File: src/rtl/sha256_block_feeder.sv
// Message-block buffer and word streamer between the host register interface
// and the SHA-256 controller's wrapper_data request/valid handshake.
module sha256_block_feeder #(
    parameter int WORD_W    = 32,
    parameter int NUM_WORDS = 16,
    parameter int VALID_GAP = 0
) (
    input  logic                           clk,
    input  logic                           reset_n,
    input  logic                           host_wr_en,
    input  logic [$clog2(NUM_WORDS)-1:0]   host_wr_addr,
    input  logic [WORD_W-1:0]              host_wr_data,
    input  logic                           host_commit,
    input  logic                           err_clr,
    input  logic                           wrapper_data_request,
    output logic [WORD_W-1:0]              wrapper_data,
    output logic                           wrapper_data_valid,
    output logic                           block_ready,
    output logic                           busy,
    output logic [$clog2(NUM_WORDS+1)-1:0] words_sent,
    output logic                           done_pulse,
    output logic                           req_err,
    output logic                           wr_err
);

    localparam int IDX_W = $clog2(NUM_WORDS);
    localparam int CNT_W = $clog2(NUM_WORDS + 1);
    localparam int GAP_W = (VALID_GAP > 1) ? $clog2(VALID_GAP) : 1;
    localparam bit HAS_GAP = (VALID_GAP > 0);
    localparam logic [IDX_W-1:0] LAST_IDX = IDX_W'(NUM_WORDS - 1);
    localparam logic [IDX_W-1:0] IDX_ONE  = IDX_W'(1);
    localparam logic [CNT_W-1:0] CNT_ONE  = CNT_W'(1);
    localparam logic [GAP_W-1:0] GAP_ONE  = GAP_W'(1);
    localparam logic [GAP_W-1:0] GAP_LOAD = GAP_W'((VALID_GAP > 0) ? (VALID_GAP - 1) : 0);

    typedef enum logic [2:0] {
        IDLE   = 3'd0,
        READY  = 3'd1,
        STREAM = 3'd2,
        GAP    = 3'd3,
        PAUSE  = 3'd4,
        DRAIN  = 3'd5
    } state_t;

    state_t              state_r, state_s;
    logic [WORD_W-1:0]   words_r [NUM_WORDS];
    logic [IDX_W-1:0]    idx_r, idx_s;
    logic [GAP_W-1:0]    gap_r, gap_s;
    logic [WORD_W-1:0]   data_r, data_s;
    logic                valid_r, valid_s;
    logic                ready_r, ready_s;
    logic                busy_r, busy_s;
    logic [CNT_W-1:0]    sent_r, sent_s;
    logic                done_r, done_s;
    logic                req_err_r, req_err_s;
    logic                wr_err_r, wr_err_s;
    logic                buf_we_s;
    logic                new_req_err_s;
    logic                new_wr_err_s;

    // Next-state and next-output logic for the handshake FSM.
    always_comb begin
        state_s       = state_r;
        idx_s         = idx_r;
        gap_s         = gap_r;
        data_s        = data_r;
        valid_s       = valid_r;
        ready_s       = ready_r;
        sent_s        = sent_r;
        done_s        = 1'b0;
        buf_we_s      = 1'b0;
        new_req_err_s = 1'b0;
        case (state_r)
            IDLE: begin
                buf_we_s      = host_wr_en;
                new_req_err_s = wrapper_data_request;
                if (host_commit) begin
                    state_s = READY;
                    ready_s = 1'b1;
                end else begin
                    state_s = IDLE;
                end
            end
            READY: begin
                if (wrapper_data_request) begin
                    state_s = STREAM;
                    valid_s = 1'b1;
                    data_s  = words_r[0];
                    idx_s   = '0;
                    sent_s  = '0;
                end else begin
                    state_s = READY;
                end
            end
            STREAM: begin
                // valid is always high here, so request alone decides acceptance
                if (wrapper_data_request) begin
                    sent_s = sent_r + CNT_ONE;
                    if (idx_r == LAST_IDX) begin
                        valid_s = 1'b0;
                        ready_s = 1'b0;
                        state_s = DRAIN;
                    end else if (!HAS_GAP) begin
                        idx_s  = idx_r + IDX_ONE;
                        data_s = words_r[idx_r + IDX_ONE];
                    end else begin
                        valid_s = 1'b0;
                        idx_s   = idx_r + IDX_ONE;
                        gap_s   = GAP_LOAD;
                        state_s = GAP;
                    end
                end else begin
                    valid_s = 1'b0;
                    state_s = PAUSE;
                end
            end
            GAP: begin
                if (gap_r != '0) begin
                    gap_s = gap_r - GAP_ONE;
                end else if (wrapper_data_request) begin
                    valid_s = 1'b1;
                    data_s  = words_r[idx_r];
                    state_s = STREAM;
                end else begin
                    state_s = PAUSE;
                end
            end
            PAUSE: begin
                if (wrapper_data_request) begin
                    valid_s = 1'b1;
                    data_s  = words_r[idx_r];
                    state_s = STREAM;
                end else begin
                    state_s = PAUSE;
                end
            end
            DRAIN: begin
                if (!wrapper_data_request) begin
                    done_s  = 1'b1;
                    state_s = IDLE;
                end else begin
                    state_s = DRAIN;
                end
            end
            default: begin
                state_s = IDLE;
                valid_s = 1'b0;
                ready_s = 1'b0;
            end
        endcase
        new_wr_err_s = (state_r != IDLE) && (host_wr_en || host_commit);
        // a fresh error outranks a simultaneous clear
        req_err_s    = new_req_err_s | (req_err_r & ~err_clr);
        wr_err_s     = new_wr_err_s | (wr_err_r & ~err_clr);
        busy_s       = (state_s == STREAM) || (state_s == GAP) ||
                       (state_s == PAUSE)  || (state_s == DRAIN);
    end

    // FSM state and registered outputs.
    always_ff @(posedge clk or negedge reset_n) begin
        if (!reset_n) begin
            state_r   <= IDLE;
            idx_r     <= '0;
            gap_r     <= '0;
            data_r    <= '0;
            valid_r   <= 1'b0;
            ready_r   <= 1'b0;
            busy_r    <= 1'b0;
            sent_r    <= '0;
            done_r    <= 1'b0;
            req_err_r <= 1'b0;
            wr_err_r  <= 1'b0;
        end else begin
            state_r   <= state_s;
            idx_r     <= idx_s;
            gap_r     <= gap_s;
            data_r    <= data_s;
            valid_r   <= valid_s;
            ready_r   <= ready_s;
            busy_r    <= busy_s;
            sent_r    <= sent_s;
            done_r    <= done_s;
            req_err_r <= req_err_s;
            wr_err_r  <= wr_err_s;
        end
    end

    // Message block storage, writable only while idle.
    always_ff @(posedge clk or negedge reset_n) begin
        if (!reset_n) begin
            for (int i = 0; i < NUM_WORDS; i++) begin
                words_r[i] <= '0;
            end
        end else if (buf_we_s) begin
            words_r[host_wr_addr] <= host_wr_data;
        end
    end

    assign wrapper_data       = data_r;
    assign wrapper_data_valid = valid_r;
    assign block_ready        = ready_r;
    assign busy               = busy_r;
    assign words_sent         = sent_r;
    assign done_pulse         = done_r;
    assign req_err            = req_err_r;
    assign wr_err             = wr_err_r;

endmodule
File: config.mk
export PLATFORM = sky130hd
export DESIGN_NAME = sha256_block_feeder
export DESIGN_NICKNAME = d
export VERILOG_FILES = /design/src/rtl/sha256_block_feeder.sv
export SDC_FILE = /design/constraint.sdc
export NUM_CORES = 1
export LEC_CHECK = 0
export CORE_MARGIN = 4
export CORE_UTILIZATION = 40
export DETAILED_ROUTE_END_ITERATION = 10
export PLACE_DENSITY = 0.59
export SYNTH_ARGS = -nofsm -noshare
export SYNTH_HDL_FRONTEND = slang
export SYNTH_SLANG_ARGS = --single-unit
File: constraint.sdc
create_clock -name clk -period 3.33 [get_ports clk]
set_clock_uncertainty 0.2 [all_clocks]
set_input_delay 0.4995 -clock clk [delete_from_list [all_inputs] [get_ports clk]]
set_output_delay 0.4995 -clock clk [all_outputs]
set_load 0.05 [all_outputs]
## Yosys cells after proc, flatten, opt, wreduce, memory -nomap -nowiden

Cells that the tools add are included.

- Equality and inequality tests: 17
- Muxes and demuxes: 43
- Bitwise gates (word level): 10
- $lt $le $gt $ge: 4
- Reductions and logical operators: 18
- $add $sub $neg: 3

Operator list:

| kind | number |
|---|---|
| bitwise mux 512 bit | 1 |
| two-way mux 32 bit | 10 |
| binary-select mux 32 bit (select 4 bit) | 2 |
| demux 32 bit (select 4 bit) | 1 |
| case mux 32 bit (4 select lines) | 1 |
| case mux 3 bit (6 select lines) | 1 |
| >= comparator 5 bit (second input constant) | 3 |
| two-way mux 3 bit | 5 |
| inverter 4 -> 5 bit | 3 |
| == test 3 x 2 -> 1 bit (second input constant) | 4 |
| == test 3 bit (second input constant) | 4 |
| two-way mux 1 bit | 12 |
| two-way mux 4 bit | 3 |
| inequality test 2 bit (second input constant) | 6 |
| two-way mux 5 bit | 2 |
| case mux 5 bit (2 select lines) | 1 |
| case mux 4 bit (2 select lines) | 1 |
| AND reduction 4 bit | 2 |
| AND reduction 3 bit | 2 |
| adder 5 x 1 -> 5 bit (second input constant) | 1 |
| less-than comparator 5 x 1 -> 1 bit (second input constant) | 1 |
| AND reduction 5 bit | 1 |
| adder 4 x 1 -> 4 bit (second input constant) | 1 |
| == test 4 bit (second input constant) | 1 |
| other kinds (17) | 26 |

- Register bits: 563
- Input bits: 42
- Word-level logic and storage cells: 122

## Depth between registers and ports, before layout

Gate-level depths: netlist of the first run.

- Word-level depth: 8
- Gate-level depth with buffers: 9

## Worst setup path after synthesis of the first run

Ideal clock, no wire load.

- Path kind: register -> register
- Start point: register idx_r[1]
- End point: register data_r[10], in the netlist wrapper_data[10]
- Clock period less this slack: 2.551 ns
- Data required time: 3.004 ns
- Cell stages (with the launch flop): 8
- Arrival: 2.225 ns
- Setup slack: 0.779 ns
- Buffers on the path: 2
- Cells stage by stage: dfrtp_1 ha_1 buf_4 buf_2 mux4_2 a211oi_1 a211oi_1 a221o_1

- Longest elaborated chain between the ends: 8

Ends and longest elaborated chain:

| element | RTL line | RTL |
|---|---|---|
| from (decl) | 47 | `logic [IDX_W-1:0] idx_r, idx_s;` |
| from (signal assigned) | 175 | `idx_r <= idx_s;` |
| adder 4 x 1 -> 4 bit | -- |  |
| inverter 4 -> 5 bit (not written as such) | 105 | `data_s = words_r[idx_r + IDX_ONE];` |
| binary-select mux 32 bit (select 4 bit) | 105 |  |
| two-way mux 32 bit (not written as such) (2 in series) | 105 |  |
| two-way mux 32 bit | 99 | `if (idx_r == LAST_IDX) begin` |
| two-way mux 32 bit | 97 | `if (wrapper_data_request) begin` |
| case mux 32 bit (4 select lines) | 73 | `case (state_r)` |
| to (signal assigned) | 177 | `data_r <= data_s;` |
| to (decl) | 49 | `logic [WORD_W-1:0] data_r, data_s;` |

Parallel ways exist; a longest one is shown, timed or not. The select of a mux whose other input is x is not followed.
A chain may end at the register's enable or synchronous reset.

## Worst setup path in the final report of the first run

- Start point: register idx_r[0]
- End point: register data_r[29], in the netlist wrapper_data[29]

The elaborated chain is that of the path after synthesis.

==> summary.md, run 1 <==
| Metric | Value |
|---|---|
| Status | finished clean |
| Core area | between 70000 and 80000 µm² |
| Routed vias | slightly above 20000 |
| Most common cell in the netlist | dfrtp_1 |
| Routed Antenna Nets | 0 |
| Post-DP Area | 32800 µm² |
| Avg Inst Size Synth | around 13 µm² |
| Synth warn | 0 |
| Routed via count divided by cell count | 6.18 |
| CTS buffer count | 66 |
| Post-route minimum period | 2.95 ns |
| RSZ-0062 raised after global routing | no |
| Vias in the first global route | 21511 |
| Setup bufs post-CTS | 0 |
| Area grow syn2layout | 14.5% |
| Clk_lat worst skew | 0.61 ns |
| Crit share post-route | 0.885 |
| Die W | roughly 280 µm |
| GR Util All Layers | 0.219 |
| Setup TNS | 0 ns |
| Crit-path cells | ha_4 > buf_4 > mux4_2 > nor2b_1 > a211oi_1 > a211oi_1 > a221o_1 |
| Post-Route WL | 88700 µm |
| Area leader, netlist | dfrtp_1 |
| Pre-Repair DR Iteration Count | 5 |
| Crit path max fanout | 15 |
| Leak pwr | approximately 15 nW |
| Cell area after synthesis | 30400 µm² |
| Die area | 80600 µm² |
| CP arrival | 3.23 ns |
| Worst endpoint required time | 3.61 ns |
| Final Setup Violations | 0 |
| Synth unique cells | 45 |
| Seq cells post-synth | 562 |
| First-pass GRT wire length | 136000 µm |
| Share of cells above drive strength 1 | 0.409 |
| Initial Util | 0.406 |
| Boundary Pins | 85 |
| Final hold slack | 0.267 ns |
| Achievable Freq | 339 MHz |
| Clock Pin Slew Worst Setup and Hold Paths | around 0.060 ns |
| Cell family with most CP delay | compound AO/OA/AOI/OAI gates |
| Cell mode on critical path | a211oi_1 |
| Max clock buf depth | 3 |
| Syn_nets | ~2300 |
| Worst VDD drop | just under 0.9 mV |
| FP Rows | 100 |
| Hold violation total from the final report | 0 |
| CTS Hold Bufs | 2 |
| Worst-Margin Slew | 0.877 ns |
| Worst Hold Class | input pin to async pin |
| Placer Congestion | 0.779 |
| Chip height | 284 µm |
| DRC | 0 |
| Post_cts resized | 0 |
| H-tree depth | 3 |
| Post-synth top area share | 0.462 |
| CTS tree | done |
| Post-synth top flop | dfrtp_1 |
| Synth top cells by count | dfrtp_1, mux2_2, mux2i_1, mux4_2, clkbuf_1 |
| CTS Root Cell | clkbuf_16 |
| HPWL after DPL | 52600 µm |
| Startpoint types | flop |
| GR Overflow Total | 0 |
| Async set-reset flop share out of synthesis | 1.00 |
| Wirelength per Cell | ~27 µm |
| Worst Path Buf+Inv | 1 |
| Sequential-to-total area share from yosys stat | 0.462 |
| Worst rel slew slack | 0.416 |
| Max Cap Violations | 0 |
| Sink Count | 562 |
| Largest net degree at the start of global routing | 122 |
| Violation count after the first detailed-route iteration | about 1400 |
| Max Slew Vio Count | 0 |
| PwrDens | 964 nW/µm² |
| Cells after Synth | roughly 2300 |
| Final instance area | 34900 µm² |
| Initial antenna violation count | 3 |
| Slowest cell delay on critical path | 0.56 ns |
| Post-synth EDFFs | 0 |
| CP max-delay cell | mux4_2 |
| Largest cells by area after synthesis | dfrtp_1, mux2_2, mux4_2, mux2i_1, a21oi_1 |
| PortBufs | 84 |
| Worst Setup Slack, final | 0.384 ns |
| Crit. End Element | flop |
| Place WS | 0.271 ns |
| Final Net Count | 2335 |
| Worst setup path category | flop to flop |
## through the flow
step           utilization  cells  power, W
2_1_floorplan            -   2262    0.0226
3_3_place_gp         0.437   3190    0.0262
3_5_place_dp         0.437   3190    0.0267
4_1_cts              0.465   3306    0.0338
5_1_grt              0.465   3306    0.0355
6_report             0.465   3307    0.0336
## cell usage in the layout, fill, tap and decap left out, types with 38 or more instances in the layout
master / count
o21ai_0: 76
mux2i_1: 160
a211oi_1: 64
dfrtp_1: 557
clkdlybuf4s50_1: 82
mux2_2: 551
mux4_2: 160
nor2_1: 71
a21oi_1: 99
nor2b_1: 38
buf_4: 60
clkbuf_16: 68
## where the power goes
part / leakage (nW) / switching [W] / internal [W]
Sequential: 7.22 / 0.00237 / 0.00970
Combinational: 6.33 / 0.00669 / 0.00787
Clock: 1.00 / 0.00293 / 0.00403
Total: 14.6 / 0.0120 / 0.0216
## layout make-up
class                   instances  area [µm²]
diodes                          1        2.50
clock buffers                  96        1890
clock inverters                18         165
fillers                      6547       40100
inverters                      35         131
multi-input cells            1445       15400
flip-flops and latches        562       14100
well taps                     969        1210
repair buffers                181        2010
## per-layer routing
| layer | vias up | part of all wire | GRT usage |
|---|---|---|---|
| li1 | 8685 | - | - |
| met1 | 10830 | 0.42 | 0.290 |
| met2 | 717 | 0.48 | 0.356 |
| met3 | 200 | 0.062 | 0.0433 |
| met4 | 4 | 0.042 | 0.0834 |
| met5 | - | 0.00029 | 0 |
## logic make-up (layout without fill, tap and decap cells)
logic type                 count (synthesis)  in the layout  synth area share
xor gates and xnor gates                   5              5           0.00144
buffers and inverters                    255            330            0.0378
other                                      0              1                 0
AOI/OAI and AO/OA                        379            379            0.0870
muxes                                    896            896             0.384
DFF                                      562            562             0.462
adders and majority gates                  2              2          0.000822
and+or+nand+nor                          163            163            0.0269
## final timing paths
check                                        start                      endpoint  slack (ns)  cells past startpoint
max                           idx_r[0]$_DFFE_PN0P_  wrapper_data[29]$_DFFE_PN0P_        0.38                      7
min                                        reset_n      words_r[324]$_DFFE_PN0P_        0.27                      2
max reg2reg                   idx_r[0]$_DFFE_PN0P_  wrapper_data[29]$_DFFE_PN0P_        0.38                      7
min reg2reg                words_r[68]$_DFFE_PN0P_       words_r[68]$_DFFE_PN0P_        0.31                      1
max in group asynchronous                  reset_n      words_r[315]$_DFFE_PN0P_        1.62                      4
min in group clk                           err_clr             req_err$_DFF_PN0_        0.28                      2
## registers in the layout, indices dropped and copies added, names as in the netlist
| signal | flops |
|---|---|
| wrapper_data_valid | 1 |
| words_sent | 5 |
| state_r | 3 |
| words_r | 512 |
| block_ready | 1 |
| busy | 1 |
| wrapper_data | 32 |
| req_err | 1 |
| idx_r | 4 |
| done_pulse | 1 |
| wr_err | 1 |
No activity file was read; power rests on OpenSTA's default activity.
==> run 2: changes to the inputs <==
--- a/config.mk
+++ b/config.mk
@@ -5,10 +5,12 @@
 export SDC_FILE = /design/constraint.sdc
 export NUM_CORES = 1
 export LEC_CHECK = 0
+export ABC_AREA = 1
 export CORE_MARGIN = 4
 export CORE_UTILIZATION = 40
 export DETAILED_ROUTE_END_ITERATION = 10
 export PLACE_DENSITY = 0.59
+export RECOVER_POWER = 100
 export SYNTH_ARGS = -nofsm -noshare
 export SYNTH_HDL_FRONTEND = slang
 export SYNTH_SLANG_ARGS = --single-unit
==> run 2 against run 1 <==
- the run now ends with capacitance limit, slew limit left
- clock-buffer cell count is 1 higher
- sequential power is essentially flat
- via count grew 51%
- sequential share of layout area shrank 1.4 points
- utilization is 0.83 points lower
- worst setup slack lost 0.024 ns
- hold slack better by 0.016 ns
- die area up 4.8%
- largest cell class unchanged
- highest routed layer is now met4
==> summary.md, run 2 <==
| Metric | Value |
|---|---|
| Crit-path cells | ha_4 > inv_2 > buf_12 > nor2_1 > nand2_1 > nand3_1 > nand3_1 > a21oi_1 > nor2_1 > buf_4 > nor2_1 |
| Max Cap Violations | 1 |
| Synth unique cells | 34 |
| Chip height | 291 µm |
| Final Net Count | 4695 |
| Syn_nets | 4794 |
| Area grow syn2layout | 13.1% |
| NetSw | 0.0166 W |
| Crit. End Element | flop |
| PortBufs | 84 |
| Slowest cell delay on critical path | 0.61 ns |
| Worst-Margin Slew | 1.94 ns |
| HP Start | words_r[482]$_DFFE_PN0P_ |
| Crit share post-route | 0.892 |
| Hold Crit Depth | 2 |
| FF-to-FF Start | idx_r[0]$_DFFE_PN0P_ |
| Status | finished with violations |
| Final Setup Violations | 0 |
| GR Overflow Total | 0 |
| Post-synth top area share | 0.440 |
| Clock Power Share | 0.201 |
| Startpoint types | flop |
| Die area | between 80000 and 90000 µm² |
| PwrDens | 1020 nW/µm² |
| Max clock buf depth | 3 |
| RSZ-0062 raised after global routing | no |
| Sequential-to-total area share from yosys stat | 0.440 |
| Routed vias | between 30000 and 40000 |
| Worst Hold End | words_r[482]$_DFFE_PN0P_ |
| GR Util All Layers | 0.258 |
| Most common cell in the netlist | nand2_1 |
| Switching part of the total | 0.448 |
| FP Rows | 103 |
| CTS Root Cell | clkbuf_16 |
| Placed Cells | 5632 |
| Post-synth EDFFs | 0 |
| Achievable Freq | 337 MHz |
| Initial antenna violation count | 3 |
| Worst Hold Class | flop to flop |
| Most frequent cells in the layout | nand2_1, o21ai_0, nand3_1, dfrtp_1, inv_1 |
| Initial Util | 0.404 |
| Post-Route WL | 111000 µm |
| Power share of the combinational group | 0.467 |
| CP max-delay cell | dfrtp_4 |
| # fillers | 8150 |
| Vias in the first global route | 28650 |
| HPWL after DPL | between 60000 and 70000 µm |
| CTS tree | done |
| First-pass GRT wire length | 172000 µm |
| Post-route minimum period | 2.97 ns |
| Leak pwr | about 17 nW |
| Pre-Repair DR Iteration Count | 5 |
| Async set-reset flop share out of synthesis | 1.00 |
| Seq cells post-synth | 562 |
| Routed Antenna Nets | 0 |
| Post_cts resized | 0 |
| H-tree depth | 3 |
| Largest net degree at the start of global routing | 164 |
| Boundary Pins | 85 |
| Worst VDD drop | 0.599 mV |
| Cells after Synth | between 4000 and 5000 |
| Finished Core Util | 0.457 |
| Placer Congestion | 0.822 |
| Die W | 291 µm |
| Avg Inst Size Synth | roughly 6.7 µm² |
| Sequential Power Share | 0.332 |
| Int Pwr | just over 0.02 W |
| Worst setup path category | flop to flop |
| Post-synth top flop | dfrtp_1 |
| Area leader, netlist | dfrtp_1 |
| Pwr Total | 0.0370 W |
| Worst endpoint required time | 3.61 ns |
| Failing checks | capacitance limit, slew limit |
| Cell mode on critical path | nor2_1 |
| Max Slew Vio Count | 51 |
| CTS buffer count | 66 |
| Commonest non-fill, non-tap cell in the layout | nand2_1 |
| Synth top cells by count | nand2_1, nand3_1, o21ai_0, dfrtp_1, inv_1 |
| Clk_lat worst skew | 0.60 ns |
| Wirelength per Cell | a little under 20 µm |
| Violation count after the first detailed-route iteration | 3364 |
| Final Non-Filler Cells | 5754 |
| Place WS | 0.441 ns |
| Reg-to-reg slack, setup | 0.36 ns |
| Largest cells by area after synthesis | dfrtp_1, nand2_1, nand3_1, o21ai_0, inv_1 |
| Routed via count divided by cell count | 5.36 |
| Max FFs per register | 512 |
| Reg2reg path depth | 11 |
| Worst Setup Slack, final | between 0.3 and 0.4 ns |
| Clock Pin Slew Worst Setup and Hold Paths | roughly 0.060 ns |
| Setup TNS | 0 ns |
| Sink Count | ~560 |
| Crit Reg-Reg Endpoint | wrapper_data[12]$_DFFE_PN0P_ |
| Crit path max fanout | 35 |
| Cell area after synthesis | ~32000 µm² |
| Worst rel slew slack | -0.291 |
| Synth warn | 0 |
| Biggest register | words_r |
| Hold violation total from the final report | 0 |
| CP arrival | 3.25 ns |
| Core area | slightly below 80000 µm² |
| Share of cells above drive strength 1 | 0.0479 |
| DRC | 0 |
==> run 2: cell type report <==
type                       instances  area (µm²)  area share
multi-input combinational       3352       14600       0.403
sequential                       562       14100       0.389
timing repair buffer             187        2170      0.0599
clock buffer                      97        1990      0.0552
inverter                         482        1820      0.0504
tap                             1050        1310      0.0363
clock inverter                    19         205     0.00568
antenna                            5        12.5    0.000346
==> run 2: per-stage QoR <==
stage          hold slack [ns]  instance area [µm²]
2_1_floorplan          0.00391                32000
3_3_place_gp             0.266                34200
3_5_place_dp             0.273                34200
4_1_cts                  0.274                36400
5_1_grt                  0.280                36100
6_report                 0.283                36100
==> run 2: repair_timing <==
action                                  4_1_cts  5_1_grt
endpoints found under the setup margin        0        0
hold endpoints to repair                     48        0
buffers inserted                              0        0
hold buffers                                  1        0
==> run 2: power groups by stage <==
stage               Sequential, W  Clock [W]  Combinational (W)
floorplan                  0.0126          0             0.0117
global placement           0.0123          0             0.0171
detailed placement         0.0123          0             0.0173
CTS                        0.0122    0.00760             0.0174
global route               0.0127    0.00787             0.0196
finish                     0.0123    0.00745             0.0173
==> run 2: worst max-delay path by stage <==
stage / cells past startpoint / slack, ns / startpoint / endpoint
finish: 11 / 0.36 / idx_r[0]$_DFFE_PN0P_ / wrapper_data[12]$_DFFE_PN0P_
CTS: 11 / 0.56 / idx_r[0]$_DFFE_PN0P_ / wrapper_data[12]$_DFFE_PN0P_
global route: 10 / 0.25 / state_r[1]$_DFF_PN0_ / words_r[30]$_DFFE_PN0P_
detailed placement: 10 / 0.44 / wrapper_data_request / wrapper_data[12]$_DFFE_PN0P_
global placement: 10 / 0.44 / wrapper_data_request / wrapper_data[12]$_DFFE_PN0P_
floorplan: 11 / 1.26 / idx_r[0]$_DFFE_PN0P_ / wrapper_data[1]$_DFFE_PN0P_
==> run 2: cell families after synthesis <==
group,share of synthesized area
AO/OA/AOI/OAI,0.130
XOR/XNOR,0.00137
adder cells (fa/ha/maj),0.000783
buffers and inverters,0.104
flip-flops,0.440
AND/OR/NAND/NOR,0.324
==> run 2: layer usage <==
| metal | up-vias | track usage | share of wire |
|---|---|---|---|
| li1 | 14790 | - | - |
| met1 | 14602 | 0.375 | 0.45 |
| met2 | 1254 | 0.402 | 0.44 |
| met3 | 196 | 0.0362 | 0.076 |
| met4 | 0 | 0.0765 | 0.030 |
| met5 | - | 0 | 0 |
==> run 2: critical path: cells and delay by family (launching register included) <==
kind                       cells  cell delay (ns)
buffers and inverters          3             0.98
DFF                            1             0.61
and+or+nand+nor                6             0.65
adders and majority gates      1             0.33
AOI/OAI and AO/OA              1             0.07
==> run 3: changes to the inputs <==
--- a/config.mk
+++ b/config.mk
@@ -6,11 +6,14 @@
 export NUM_CORES = 1
 export LEC_CHECK = 0
 export ABC_AREA = 1
+export CAP_MARGIN = 10
 export CORE_MARGIN = 4
 export CORE_UTILIZATION = 40
 export DETAILED_ROUTE_END_ITERATION = 10
+export GPL_ROUTABILITY_DRIVEN = 0
 export PLACE_DENSITY = 0.59
 export RECOVER_POWER = 100
+export SETUP_SLACK_MARGIN = 0.02
 export SYNTH_ARGS = -nofsm -noshare
 export SYNTH_HDL_FRONTEND = slang
 export SYNTH_SLANG_ARGS = --single-unit
==> results of run 3 <==
Final layout, timing and power as in run 2 (identical DEF).
